**src/rtl/lc3b_types.sv**
```systemverilog
// Shared LC-3b datapath types: cache line and memory-arbiter FSM states.
package lc3b_types;
  localparam int LINE_BITS = 128;

  typedef logic [LINE_BITS-1:0] lc3b_line;

  typedef enum logic [1:0] {
    IDLE    = 2'd0,
    SERVE_I = 2'd1,
    SERVE_D = 2'd2,
    DONE    = 2'd3
  } arb_state_t;
endpackage

```
**src/rtl/arb_pick.sv**
```systemverilog
// Winner select between icache and dcache miss requests.
// ARB_RR_EN: round-robin on contention; otherwise dcache has fixed priority.
module arb_pick (
  input  logic i_req,
  input  logic d_req,
  input  logic last_grant,  // 1 = dcache was granted last
  output logic pick_d
);
`ifdef ARB_RR_EN
  always_comb begin
    if (i_req && d_req) pick_d = ~last_grant;
    else                pick_d = d_req;
  end
`else
  logic unused_last_grant;
  assign unused_last_grant = last_grant;

  // dcache serves the older instruction sitting in MEM, so it wins ties
  always_comb begin
    if (i_req && d_req) pick_d = 1'b1;
    else                pick_d = d_req;
  end
`endif
endmodule

```
**src/rtl/mem_arbiter.sv**
```systemverilog
// Shares the pmem line port between icache and dcache miss paths, one
// transaction at a time. Arbitration policy selected by ARB_RR_EN.
module mem_arbiter
  import lc3b_types::*;
#(
  parameter int ADDR_W = 16,
  parameter int LINE_W = 128
) (
  input  logic              clk,
  input  logic              rst_n,
  input  logic              i_read,
  input  logic [ADDR_W-1:0] i_addr,
  output logic [LINE_W-1:0] i_rdata,
  output logic              i_resp,
  input  logic              d_read,
  input  logic              d_write,
  input  logic [ADDR_W-1:0] d_addr,
  input  logic [LINE_W-1:0] d_wdata,
  output logic [LINE_W-1:0] d_rdata,
  output logic              d_resp,
  output logic              pmem_read,
  output logic              pmem_write,
  output logic [ADDR_W-1:0] pmem_addr,
  output logic [LINE_W-1:0] pmem_wdata,
  input  logic [LINE_W-1:0] pmem_rdata,
  input  logic              pmem_resp
);
  arb_state_t        state_q, state_d;
  logic [ADDR_W-1:0] addr_q;
  logic [LINE_W-1:0] wdata_q;
  logic              write_q;
  logic              last_grant;
  logic              pick_d;
  logic              req_any;
  logic              grant;

  assign req_any = i_read | d_read | d_write;
  assign grant   = (state_q == IDLE) && req_any;

`ifdef ARB_RR_EN
  always_ff @(posedge clk or negedge rst_n) begin
    if (!rst_n)     last_grant <= 1'b0;
    else if (grant) last_grant <= pick_d;
  end
`else
  assign last_grant = 1'b0;
`endif

  arb_pick u_pick (
    .i_req      (i_read),
    .d_req      (d_read | d_write),
    .last_grant (last_grant),
    .pick_d     (pick_d)
  );

  always_ff @(posedge clk or negedge rst_n) begin
    if (!rst_n) state_q <= IDLE;
    else        state_q <= state_d;
  end

  // Requester inputs are only sampled at grant; SERVE runs off these latches
  always_ff @(posedge clk or negedge rst_n) begin
    if (!rst_n) begin
      addr_q  <= '0;
      wdata_q <= '0;
      write_q <= 1'b0;
    end else if (grant) begin
      addr_q  <= pick_d ? d_addr : i_addr;
      wdata_q <= pick_d ? d_wdata : '0;
      write_q <= pick_d & d_write;
    end
  end

  always_comb begin
    state_d    = state_q;
    pmem_read  = 1'b0;
    pmem_write = 1'b0;
    i_resp     = 1'b0;
    d_resp     = 1'b0;
    i_rdata    = '0;
    d_rdata    = '0;
    case (state_q)
      IDLE: begin
        if (req_any) state_d = pick_d ? SERVE_D : SERVE_I;
      end
      SERVE_I: begin
        pmem_read  = ~write_q;
        pmem_write = write_q;
        if (pmem_resp) begin
          i_resp  = 1'b1;
          i_rdata = pmem_rdata;
          state_d = DONE;
        end
      end
      SERVE_D: begin
        pmem_read  = ~write_q;
        pmem_write = write_q;
        if (pmem_resp) begin
          d_resp  = 1'b1;
          d_rdata = write_q ? '0 : pmem_rdata;
          state_d = DONE;
        end
      end
      DONE:    state_d = IDLE;
      default: state_d = IDLE;
    endcase
  end

  assign pmem_addr  = addr_q;
  assign pmem_wdata = wdata_q;
endmodule

```
**config.mk**
```make
export PLATFORM = sky130hd
export DESIGN_NAME = mem_arbiter
export DESIGN_NICKNAME = d
export VERILOG_FILES = /design/src/rtl/lc3b_types.sv /design/src/rtl/arb_pick.sv /design/src/rtl/mem_arbiter.sv
export SDC_FILE = /design/constraint.sdc
export NUM_CORES = 1
export LEC_CHECK = 0
export CAP_MARGIN = 20
export CORE_AREA = 2 2 270 272
export DETAILED_ROUTE_END_ITERATION = 8
export DIE_AREA = 0 0 272 274
export PLACE_DENSITY = 0.44
export SETUP_SLACK_MARGIN = 0.15
export SYNTH_ARGS = -nofsm -noshare
export SYNTH_HDL_FRONTEND = slang
export SYNTH_SLANG_ARGS = --single-unit
```
**constraint.sdc**
```tcl
create_clock -name clk -period 3.1 [get_ports clk]
set_input_delay 0.465 -clock clk [delete_from_list [all_inputs] [get_ports clk]]
set_output_delay 0.465 -clock clk [all_outputs]
set_load 0.01 [all_outputs]
```
==> impl_metrics.prom, run 1 <==
# TYPE chip_impl_metric gauge
chip_impl_metric{name="vias",unit=""} 8358
chip_impl_metric{name="layout_worst_path_cycle_share",unit=""} 0.911
chip_impl_info{name="rsz0062_at_grt",value="no"} 1
chip_impl_metric{name="cp_max_fo",unit=""} 28
chip_impl_metric{name="slew_viol_final",unit=""} 0
chip_impl_info{name="synth_common_cells",value="147 x dfrtp_1, 131 x and2_1, 128 x a22o_1, 128 x and3_1, 54 x clkbuf_1"} 1
chip_impl_metric{name="placement_stage_cell_area",unit="um^2"} 15400
chip_impl_metric{name="area_growth",unit="%"} 123
chip_impl_metric{name="finalSetupTns",unit="ns"} 0
chip_impl_metric{name="drt-vias-per-instance",unit=""} 3.58
chip_impl_metric{name="layout.cells.non_filler",unit=""} 2335
chip_impl_metric{name="finalSetupViolations",unit=""} 0
chip_impl_metric{name="final-seq-area",unit="um^2"} 3680
chip_impl_metric{name="cts_buffer_depth",unit=""} 2
chip_impl_info{name="synth_most_common_cell",value="dfrtp_1"} 1
chip_impl_info{name="critPathCaptureType",value="output pin"} 1
chip_impl_metric{name="timing.critical_path.required",unit="ns"} 2.63
chip_impl_metric{name="post_synthesis_mux_area_share",unit=""} 0.0266
chip_impl_metric{name="synthesis.area",unit="um^2"} 7200
chip_impl_metric{name="drt_pre_antenna_iters",unit=""} 5
chip_impl_metric{name="ys_warn_count",unit=""} 0
chip_impl_metric{name="start_util",unit=""} 0.100
chip_impl_info{name="clock-root-buffer",value="clkbuf_16"} 1
chip_impl_metric{name="timing_worst_slew_pin_value",unit="ns"} 0.906
chip_impl_metric{name="synth_simple_gate_area_share",unit=""} 0.238
chip_impl_info{name="crit_path_max_delay_cell_type",value="dfrtp_1"} 1
chip_impl_metric{name="grt-ovfl-total",unit=""} 0
chip_impl_metric{name="gp_congestion",unit=""} 0.838
chip_impl_info{name="hold_path_class",value="flop to flop"} 1
chip_impl_metric{name="power_density",unit="nW/um^2"} 751
chip_impl_metric{name="dieWidth",unit="um"} 272
chip_impl_info{name="crit-reg2reg-launch",value="state_q[1]"} 1
chip_impl_metric{name="dpl.cell_count",unit=""} 2279
chip_impl_info{name="synth_largest_area_cell",value="dfrtp_1"} 1
chip_impl_info{name="crit_path_start",value="state_q[0]"} 1
chip_impl_info{name="start_point_of_the_worst_hold_path",value="pmem_addr[4]"} 1
chip_impl_metric{name="synth_cell_type_count",unit=""} 20
chip_impl_metric{name="hold_violations",unit=""} 0
chip_impl_metric{name="synth_cells",unit=""} 679
chip_impl_metric{name="post_synth.cell_area_avg",unit="um^2"} 10.6
chip_impl_metric{name="cts-buffers-inserted",unit=""} 17
chip_impl_metric{name="maxSlewHeadroom",unit=""} 0.396
chip_impl_metric{name="global_route_wire_length_before_repair",unit="um"} 69400
chip_impl_metric{name="critPathMaxStageDelay",unit="ns"} 0.37
chip_impl_metric{name="count_of_flip_flops_with_a_built_in_enable_after_synthesis",unit=""} 0
chip_impl_metric{name="compound_gate_portion_of_the_synthesized_area",unit=""} 0.172
chip_impl_info{name="synth_top_family_by_area",value="simple AND/OR/NAND/NOR gates"} 1
chip_impl_metric{name="die_height",unit="um"} 274
chip_impl_info{name="dominantRegCellSynth",value="dfrtp_1"} 1
chip_impl_info{name="timing.critical_path.mode_cell",value="and2_1"} 1
chip_impl_metric{name="route.final.wire_length",unit="um"} 51400
chip_impl_metric{name="die_area",unit="um^2"} 74500
chip_impl_info{name="result_of_the_run",value="complete, no violations"} 1
chip_impl_metric{name="tritoncts_num_sinks",unit=""} 147
chip_impl_metric{name="timing.max_cap.violations",unit=""} 0
chip_impl_info{name="path_class",value="flop to output pin"} 1
chip_impl_metric{name="fraction_of_registers_with_async_set_or_reset_after_synthesis",unit=""} 1.00
chip_impl_metric{name="final_cell_area",unit="um^2"} 16000
chip_impl_info{name="crit_chain",value="inv_2 -> ha_1 -> and2_1 -> nor2b_4 -> buf_4 -> buf_12 -> bufbuf_16 -> and2_1 -> dlygate4sd2_1"} 1
chip_impl_metric{name="grt_use_total",unit=""} 0.132
chip_impl_metric{name="clock_latency_on_the_worst_skew_pair",unit="ns"} 0.46
chip_impl_metric{name="final_net_count",unit=""} 1654
chip_impl_metric{name="synthXorXnorAreaFrac",unit=""} 0
chip_impl_metric{name="synthAdderAreaFrac",unit=""} 0.00695
chip_impl_metric{name="initial_antenna_violation_count",unit=""} 29
chip_impl_metric{name="p_leak",unit="uW"} 0.00732
chip_impl_metric{name="dp.final_hpwl",unit="um"} 41700
chip_impl_metric{name="route.antenna.remaining_nets",unit=""} 0
chip_impl_metric{name="power.ir.vdd_worst",unit="uV"} 394
chip_impl_info{name="cts_tree",value="yes"} 1
chip_impl_metric{name="level_count_of_the_clock_h_tree",unit=""} 4
chip_impl_metric{name="fin_hold_ws",unit="ns"} 0.488
chip_impl_metric{name="grt_pass1_vias",unit=""} 8749
chip_impl_metric{name="detail_route.drc_violations",unit=""} 0
chip_impl_metric{name="routed_wire_length_per_instance",unit="um"} 22.0
chip_impl_metric{name="area_share_of_the_leading_cell_type_in_the_synthesized_netlist",unit=""} 0.511
chip_impl_metric{name="fillCellCount",unit=""} 7850
chip_impl_metric{name="design.portCount",unit=""} 698
chip_impl_metric{name="yosys_register_bits",unit=""} 147
chip_impl_metric{name="synth-seq-area-share",unit=""} 0.511
chip_impl_metric{name="portBuffers",unit=""} 697
chip_impl_info{name="critical_path.top_delay_family",value="buffers and inverters"} 1
chip_impl_metric{name="first_iter_violations",unit=""} 306
chip_impl_metric{name="grt_start_max_net_pins",unit=""} 131
chip_impl_metric{name="core-area",unit="um^2"} 72000
chip_impl_metric{name="highest_attainable_clock_frequency",unit="MHz"} 354
chip_impl_metric{name="path_buf_inv",unit=""} 5
chip_impl_metric{name="fin_crit",unit="ns"} 2.82
chip_impl_info{name="yosys-top-cells-area",value="dfrtp_1 51%, a22o_1 16%, and2_1 11%"} 1
chip_impl_metric{name="post_synthesis_net_count",unit=""} 977
chip_impl_metric{name="critical_path_arrival",unit="ns"} 2.36
chip_impl_info{name="crit_path_start_kind",value="flop"} 1
chip_impl_metric{name="multi_input_area",unit="um^2"} 3230
chip_impl_metric{name="clock_skew",unit="ns"} 0.0169
chip_impl_metric{name="cts_clock_pin_slew_for_the_worst_setup_and_hold_paths",unit="ns"} 0.07
chip_impl_metric{name="drive_gt1_frac",unit=""} 0.0577
chip_impl_metric{name="fp-row-count",unit=""} 99
## sequential cells by signal, indices dropped and copies added, names as in the netlist
register	count
state_q	2
pmem_addr	16
pmem_wdata	128
write_q	1
## routing by layer
layer,share of wire,track usage,vias up
met5,0.00060,0,-
met4,0.026,0.0405,4
met3,0.078,0.0376,79
met2,0.52,0.247,485
met1,0.37,0.143,4013
li1,-,-,3777
## cell usage in the layout, fill, tap and decap left out, types with 2 or more instances in the layout
master and n:
nand2_1 19, and3_1 128, clkbuf_16 17, inv_6 6
o21ai_1 3, and2_1 131, nor2b_4 2, clkdlybuf4s15_1 25
buf_6 3, clkbuf_2 2, a22o_1 128, clkdlybuf4s50_1 573
mux2i_1 18, inv_8 3, dlymetal6s2s_1 7, o21ai_0 13
bufbuf_16 2, buf_4 22, diode_2 7, buf_12 10
clkinv_4 3, ha_1 3, inv_1 3, dlygate4sd2_1 87
dfrtp_1 147
## where the power goes
part	switching, uW	internal (uW)
logic	2960	3710
clock network	1000	1060
registers	519	2800
## metrics by stage
step / total power [uW] / util / setup slack, ns
floorplan: 5990 / - / 1.14
global placement: 10000 / 0.213 / 0.313
detailed placement: 10000 / 0.213 / 0.300
CTS: 12300 / 0.222 / 0.153
global route: 12800 / 0.223 / 0.150
finish: 12100 / 0.223 / 0.276
## path summary, 6_finish.rpt
kind	endpoint	slack, ns	cells after the start
max	d_rdata[59]	0.28	9
min	pmem_addr[4]	0.49	2
max reg2reg	pmem_wdata[52]	1.05	5
min reg2reg	pmem_addr[4]	0.49	2
max in group asynchronous	pmem_wdata[57]	1.82	3
min in group asynchronous	pmem_wdata[79]	0.53	2
## tightest hold or removal path: stages (launching register included)
cell	delay (ns)
dfrtp_1	0.35
nand2_1	0.05
o21ai_0	0.06
## repair_timing
| action | 4_1_cts | 5_1_grt |
|---|---|---|
| cloned | 2 | 0 |
| pin swaps | 1 | 0 |
| buffers inserted | 13 | 1 |
| endpoints found under the hold margin | 43 | 0 |
| endpoints found under the setup margin | 212 | 41 |
| hold buffers | 1 | 0 |
| resized for setup | 116 | 36 |
## cell type report
type,instances,share of cell area
diodes,7,0.00109
inverters,4,0.000936
well taps,959,0.0748
multi-input cells,453,0.201
clock buffers,17,0.0265
repair buffers,733,0.457
flip-flops and latches,147,0.229
clock inverters,15,0.00881
## logic make-up after synthesis
| kind of cell | Yosys count |
|---|---|
| multiplexers | 19 |
| flip-flops | 147 |
| AO/OA/AOI/OAI | 147 |
| buffers and inverters | 79 |
| adder cells (fa/ha/maj) | 4 |
| AND/OR/NAND/NOR | 283 |
Power figures use the tool's default switching activity.
==> run 2, diff against run 1 <==
--- a/config.mk
+++ b/config.mk
@@ -10,6 +10,7 @@
 export DETAILED_ROUTE_END_ITERATION = 8
 export DIE_AREA = 0 0 272 274
 export PLACE_DENSITY = 0.44
+export REMOVE_ABC_BUFFERS = 1
 export SETUP_SLACK_MARGIN = 0.15
 export SYNTH_ARGS = -nofsm -noshare
 export SYNTH_HDL_FRONTEND = slang
==> impl_metrics.prom, run 2 (synthesized netlist as in run 1, its figures left out) <==
# TYPE chip_impl_metric gauge
chip_impl_metric{name="hold_violations",unit=""} 0
chip_impl_metric{name="power.ir.vdd_worst",unit="uV"} 402
chip_impl_metric{name="level_count_of_the_clock_h_tree",unit=""} 4
chip_impl_metric{name="tritoncts_num_sinks",unit=""} 147
chip_impl_metric{name="area_growth",unit="%"} 125
chip_impl_info{name="rsz0062_at_grt",value="yes"} 1
chip_impl_metric{name="cts_buffer_depth",unit=""} 2
chip_impl_metric{name="postLayoutSetupSlackWorst",unit="ns"} 0.220
chip_impl_metric{name="fp-row-count",unit=""} 99
chip_impl_metric{name="drive_gt1_frac",unit=""} 0.0493
chip_impl_metric{name="routed_wire_length_per_instance",unit="um"} 22.1
chip_impl_info{name="hold_path_class",value="primary input to asynchronous set/reset pin"} 1
chip_impl_metric{name="layout_worst_path_cycle_share",unit=""} 0.929
chip_impl_info{name="layout.cells.most_common",value="clkdlybuf4s50_1"} 1
chip_impl_metric{name="die_area",unit="um^2"} 74500
chip_impl_info{name="layout.cells.most_common_list",value="621 x clkdlybuf4s50_1, 147 x dfrtp_1, 131 x and2_1, 128 x and3_1, 128 x a22o_1"} 1
chip_impl_metric{name="core-area",unit="um^2"} 72000
chip_impl_metric{name="drt_pre_antenna_iters",unit=""} 4
chip_impl_metric{name="timing.max_cap.violations",unit=""} 0
chip_impl_info{name="critical_path.top_delay_family",value="buffers and inverters"} 1
chip_impl_metric{name="first_iter_violations",unit=""} 335
chip_impl_metric{name="path_buf_inv",unit=""} 4
chip_impl_metric{name="cts_clock_pin_slew_for_the_worst_setup_and_hold_paths",unit="ns"} 0.07
chip_impl_metric{name="clock_latency_on_the_worst_skew_pair",unit="ns"} 0.43
chip_impl_info{name="path_class",value="flop to output pin"} 1
chip_impl_metric{name="cp_max_fo",unit=""} 32
chip_impl_metric{name="portBuffers",unit=""} 697
chip_impl_metric{name="route.antenna.remaining_nets",unit=""} 0
chip_impl_metric{name="gp_congestion",unit=""} 0.830
chip_impl_metric{name="die_height",unit="um"} 274
chip_impl_metric{name="timing_worst_slew_pin_value",unit="ns"} 0.703
chip_impl_metric{name="slew_viol_final",unit=""} 0
chip_impl_metric{name="finalSetupViolations",unit=""} 0
chip_impl_info{name="crit_chain",value="inv_2 -> ha_1 -> and2_1 -> nor2b_4 -> buf_12 -> buf_16 -> and2_1 -> clkdlybuf4s50_1"} 1
chip_impl_info{name="crit_path_start_kind",value="flop"} 1
chip_impl_metric{name="vias",unit=""} 8319
chip_impl_metric{name="dieWidth",unit="um"} 272
chip_impl_info{name="crit_path_max_delay_cell_type",value="clkdlybuf4s50_1"} 1
chip_impl_metric{name="final_net_count",unit=""} 1643
chip_impl_metric{name="initial_antenna_violation_count",unit=""} 24
chip_impl_metric{name="power_density",unit="nW/um^2"} 751
chip_impl_info{name="cts_tree",value="yes"} 1
chip_impl_metric{name="design.portCount",unit=""} 698
chip_impl_metric{name="post_place_setup_slack",unit="ns"} 0.396
chip_impl_info{name="result_of_the_run",value="complete, no violations"} 1
chip_impl_metric{name="largest_reg_flops",unit=""} 128
chip_impl_metric{name="global_route_wire_length_before_repair",unit="um"} 68500
chip_impl_metric{name="drt-vias-per-instance",unit=""} 3.59
chip_impl_metric{name="fin_crit",unit="ns"} 2.88
chip_impl_metric{name="route.final.wire_length",unit="um"} 51200
chip_impl_metric{name="highest_attainable_clock_frequency",unit="MHz"} 347
chip_impl_metric{name="grt_start_max_net_pins",unit=""} 131
chip_impl_metric{name="timing.critical_path.required",unit="ns"} 2.63
chip_impl_metric{name="critical_path_arrival",unit="ns"} 2.41
chip_impl_metric{name="grt_pass1_vias",unit=""} 8457
chip_impl_metric{name="clock_skew",unit="ns"} 0.0153
chip_impl_metric{name="dp.final_hpwl",unit="um"} 41200
chip_impl_metric{name="detail_route.drc_violations",unit=""} 0
chip_impl_metric{name="maxSlewHeadroom",unit=""} 0.532
chip_impl_info{name="clock-root-buffer",value="clkbuf_16"} 1
chip_impl_metric{name="grt-ovfl-total",unit=""} 0
chip_impl_info{name="critPathCaptureType",value="output pin"} 1
chip_impl_metric{name="cts-buffers-inserted",unit=""} 17
chip_impl_metric{name="critPathMaxStageDelay",unit="ns"} 0.54
chip_impl_metric{name="grt_use_total",unit=""} 0.130
chip_impl_metric{name="layout.cells.non_filler",unit=""} 2319
chip_impl_metric{name="start_util",unit=""} 0.100
chip_impl_metric{name="fin_hold_ws",unit="ns"} 0.0549
chip_impl_info{name="timing.critical_path.mode_cell",value="and2_1"} 1
chip_impl_metric{name="dpl.cell_count",unit=""} 2274
chip_impl_metric{name="p_leak",unit="uW"} 0.00783
-- run 2: cell count changes in the layout (fill, tap and decap cells not counted), moves of 5 or more --
| cell | delta |
|---|---|
| dlymetal6s2s_1 | +52 |
| dlygate4sd2_1 | -73 |
| clkdlybuf4s15_1 | -25 |
| clkdlybuf4s50_1 | +48 |
| diode_2 | -5 |
| buf_4 | -13 |
-- run 2: through the flow --
step	TNS, ns	util	power (uW)	cell area (um^2)
after floorplan	-476.46	-	5910	6890
after global placement	0	0.213	10000	15400
after detailed placement	0	0.213	10000	15400
after CTS	0	0.223	12500	16100
after global routing	0	0.226	13000	16200
final	0	0.226	12200	16200
-- run 2: power by group --
group	internal [uW]	leakage, uW	switching (uW)
clock	1120	0.000265	961
sequential	2800	0.00185	538
combinational	3800	0.00571	2970
-- run 2: repair_timing --
item,4_1_cts,5_1_grt
hold buffers,0,0
setup endpoints to repair,196,114
gates resized for setup,19,59
setup buffers,5,3
pin swaps,1,1
gates cloned,3,0
-- run 2: final cells by class --
| type | count | area (um^2) |
|---|---|---|
| well taps | 959 | 1200 |
| multi-input cells | 453 | 3230 |
| fillers | 7763 | 55700 |
| inverters | 4 | 15.0 |
| flip-flops and latches | 147 | 3680 |
| clock buffers | 17 | 425 |
| repair buffers | 722 | 7530 |
| diodes | 2 | 5.00 |
| clock inverters | 15 | 145 |
-- run 2: final timing paths --
| check | from | endpoint | slack, ns | cells past startpoint |
|---|---|---|---|---|
| max reg2reg | state_q[1] | pmem_wdata[85] | 1.27 | 6 |
| max | state_q[0] | d_rdata[52] | 0.22 | 8 |
| min | rst_n | pmem_wdata[95] | 0.05 | 1 |
| min reg2reg | pmem_addr[7] | pmem_addr[7] | 0.48 | 2 |
| min in group clk | pmem_addr[7] | pmem_addr[7] | 0.48 | 2 |
| max in group asynchronous | rst_n | pmem_wdata[118] | 2.30 | 2 |
-- run 2: layer usage --
layer  up-vias  share of wire  GRT usage  routed length (um)
met4         8          0.020     0.0309                1000
met3        66          0.079     0.0389                4040
met5         -         0.0011          0                  54
met2       460           0.52      0.238               26400
met1      4031           0.38      0.147               19700
li1       3754              -          -                   -
==> run 3, diff against run 2 <==
--- a/config.mk
+++ b/config.mk
@@ -9,9 +9,11 @@
 export CORE_AREA = 2 2 270 272
 export DETAILED_ROUTE_END_ITERATION = 8
 export DIE_AREA = 0 0 272 274
+export GPL_ROUTABILITY_DRIVEN = 0
 export PLACE_DENSITY = 0.44
 export REMOVE_ABC_BUFFERS = 1
 export SETUP_SLACK_MARGIN = 0.15
+export SKIP_CTS_REPAIR_TIMING = 1
 export SYNTH_ARGS = -nofsm -noshare
 export SYNTH_HDL_FRONTEND = slang
 export SYNTH_SLANG_ARGS = --single-unit
==> impl_metrics.prom, run 3 (synthesized netlist as in run 1, its figures left out) <==
# TYPE chip_impl_metric gauge
chip_impl_metric{name="timing.critical_path.required",unit="ns"} 2.63
chip_impl_info{name="crit_chain",value="inv_2 -> ha_1 -> and2_1 -> nor2b_4 -> buf_12 -> buf_12 -> and2_1 -> clkdlybuf4s50_1"} 1
chip_impl_metric{name="dp.final_hpwl",unit="um"} 41200
chip_impl_metric{name="largest_reg_flops",unit=""} 128
chip_impl_info{name="clock-root-buffer",value="clkbuf_16"} 1
chip_impl_metric{name="vias",unit=""} 8237
chip_impl_metric{name="fp-row-count",unit=""} 99
chip_impl_metric{name="power.ir.vdd_worst",unit="uV"} 403
chip_impl_metric{name="die_area",unit="um^2"} 74500
chip_impl_metric{name="route.antenna.remaining_nets",unit=""} 0
chip_impl_metric{name="grt-ovfl-total",unit=""} 0
chip_impl_info{name="top_layer",value="met5"} 1
chip_impl_info{name="hold_path_class",value="primary input to asynchronous set/reset pin"} 1
chip_impl_metric{name="cts-buffers-inserted",unit=""} 17
chip_impl_metric{name="final_util",unit=""} 0.226
chip_impl_metric{name="final_net_count",unit=""} 1643
chip_impl_metric{name="first_iter_violations",unit=""} 325
chip_impl_metric{name="drt-vias-per-instance",unit=""} 3.55
chip_impl_metric{name="critical_path_arrival",unit="ns"} 2.45
chip_impl_metric{name="route.met3.wl",unit="um"} 4060
chip_impl_metric{name="die_height",unit="um"} 274
chip_impl_metric{name="maxSlewHeadroom",unit=""} 0.537
chip_impl_metric{name="design.portCount",unit=""} 698
chip_impl_metric{name="clock_latency_on_the_worst_skew_pair",unit="ns"} 0.43
chip_impl_info{name="layout.cells.most_common",value="clkdlybuf4s50_1"} 1
chip_impl_info{name="crit_path_max_delay_cell_type",value="clkdlybuf4s50_1"} 1
chip_impl_metric{name="critPathMaxStageDelay",unit="ns"} 0.54
chip_impl_metric{name="grt_start_max_net_pins",unit=""} 131
chip_impl_metric{name="finalSetupTns",unit="ns"} 0
chip_impl_metric{name="fin_crit",unit="ns"} 2.91
chip_impl_metric{name="route.final.wire_length",unit="um"} 51700
chip_impl_metric{name="slew_viol_final",unit=""} 0
chip_impl_metric{name="power_density",unit="nW/um^2"} 751
chip_impl_metric{name="area_growth",unit="%"} 126
chip_impl_metric{name="drt_pre_antenna_iters",unit=""} 4
chip_impl_info{name="crit_path_start_kind",value="flop"} 1
chip_impl_metric{name="route.layer.met1.wl",unit="um"} 19900
chip_impl_metric{name="timing.max_cap.violations",unit=""} 0
chip_impl_metric{name="detail_route.drc_violations",unit=""} 0
chip_impl_metric{name="ff2ff_path_depth",unit=""} 6
chip_impl_metric{name="initial_antenna_violation_count",unit=""} 22
chip_impl_metric{name="finalSetupViolations",unit=""} 0
chip_impl_metric{name="core-area",unit="um^2"} 72000
chip_impl_metric{name="hold_violations",unit=""} 0
chip_impl_metric{name="highest_attainable_clock_frequency",unit="MHz"} 343
chip_impl_metric{name="final_cell_area",unit="um^2"} 16300
chip_impl_metric{name="cts_clock_pin_slew_for_the_worst_setup_and_hold_paths",unit="ns"} 0.07
chip_impl_metric{name="dieWidth",unit="um"} 272
chip_impl_metric{name="level_count_of_the_clock_h_tree",unit=""} 4
chip_impl_metric{name="p_leak",unit="uW"} 0.00796
chip_impl_info{name="critPathCaptureType",value="output pin"} 1
chip_impl_metric{name="tritoncts_num_sinks",unit=""} 147
chip_impl_metric{name="global_route_wire_length_before_repair",unit="um"} 66700
chip_impl_info{name="path_class",value="flop to output pin"} 1
chip_impl_metric{name="routed_wire_length_per_instance",unit="um"} 22.3
chip_impl_metric{name="cp_max_fo",unit=""} 32
chip_impl_metric{name="start_util",unit=""} 0.100
chip_impl_metric{name="layout_worst_path_cycle_share",unit=""} 0.939
chip_impl_info{name="rsz0062_at_grt",value="yes"} 1
chip_impl_metric{name="totalPowerFinal",unit="uW"} 12200
chip_impl_metric{name="portBuffers",unit=""} 697
chip_impl_info{name="layout.cells.most_common_list",value="624 x clkdlybuf4s50_1, 147 x dfrtp_1, 131 x and2_1, 128 x and3_1, 128 x a22o_1"} 1
chip_impl_metric{name="fillCellCount",unit=""} 7746
chip_impl_metric{name="grt_use_total",unit=""} 0.127
chip_impl_info{name="cts_tree",value="yes"} 1
chip_impl_metric{name="placement_stage_cell_area",unit="um^2"} 15400
chip_impl_metric{name="grt_pass1_vias",unit=""} 8307
chip_impl_metric{name="clock_skew",unit="ns"} 0.0150
chip_impl_info{name="result_of_the_run",value="complete, no violations"} 1
chip_impl_metric{name="met2_length",unit="um"} 26500
chip_impl_metric{name="cts_buffer_depth",unit=""} 2
chip_impl_metric{name="drive_gt1_frac",unit=""} 0.0493
chip_impl_metric{name="timing_worst_slew_pin_value",unit="ns"} 0.694
==> run 3: cell types whose count changed in the layout (fill, tap and decap cells not counted) <==
cell             delta
dlygate4sd2_1      -14
clkbuf_16           +2
dlymetal6s2s_1     +11
buf_6               +1
buf_4               -2
buf_12              +2
buf_16              -3
diode_2             +1
clkdlybuf4s50_1     +3
==> run 3: final timing paths <==
path                              startpoint               to  slack, ns
worst max-delay path              state_q[0]      d_rdata[81]       0.19
worst min-delay path                   rst_n   pmem_wdata[95]       0.06
worst max register to register    state_q[1]   pmem_wdata[85]       1.26
worst min register to register  pmem_addr[7]     pmem_addr[7]       0.48
max in group asynchronous              rst_n  pmem_wdata[118]       2.30
min in group clk                pmem_addr[7]     pmem_addr[7]       0.48
==> run 3: cell type report <==
cell class,instances,area [um^2],area share
Timing Repair Buffer,722,7580,0.466
Sequential cell,147,3680,0.226
Multi-Input combinational cell,453,3230,0.198
Tap cell,959,1200,0.0737
Clock buffer,17,425,0.0261
Clock inverter,15,145,0.00891
Inverter,4,15.0,0.000922
Antenna cell,3,7.51,0.000461
==> run 3: worst max-delay path, delay by kind of cell, from the launching register on <==
family	cells	cell delay, ns
AND/OR/NAND/NOR	3	0.47
flip-flops	1	0.39
buffers and inverters	4	0.97
adder cells (fa/ha/maj)	1	0.15
==> run 3: power by group <==
part | switching [uW] | total [uW] | internal (uW)
Clock | 963 | 2090 | 1120
Sequential | 539 | 3340 | 2800
Combinational | 3000 | 6810 | 3810
==> run 3: routing by layer <==
layer | vias to the layer above | track usage
li1 | 3747 | -
met1 | 3957 | 0.144
met2 | 457 | 0.229
met3 | 66 | 0.0400
met4 | 10 | 0.0321
met5 | - | 0
==> run 3: through the flow <==
step / hold slack [ns] / setup WS [ns] / instances
after floorplan: 0.169 / -2.42 / 604
after global placement: 0.464 / 0.420 / 2274
after detailed placement: 0.470 / 0.396 / 2274
after CTS: 0.0585 / -0.101 / 2306
after global routing: 0.0838 / 0.0539 / 2318
final: 0.0554 / 0.188 / 2320
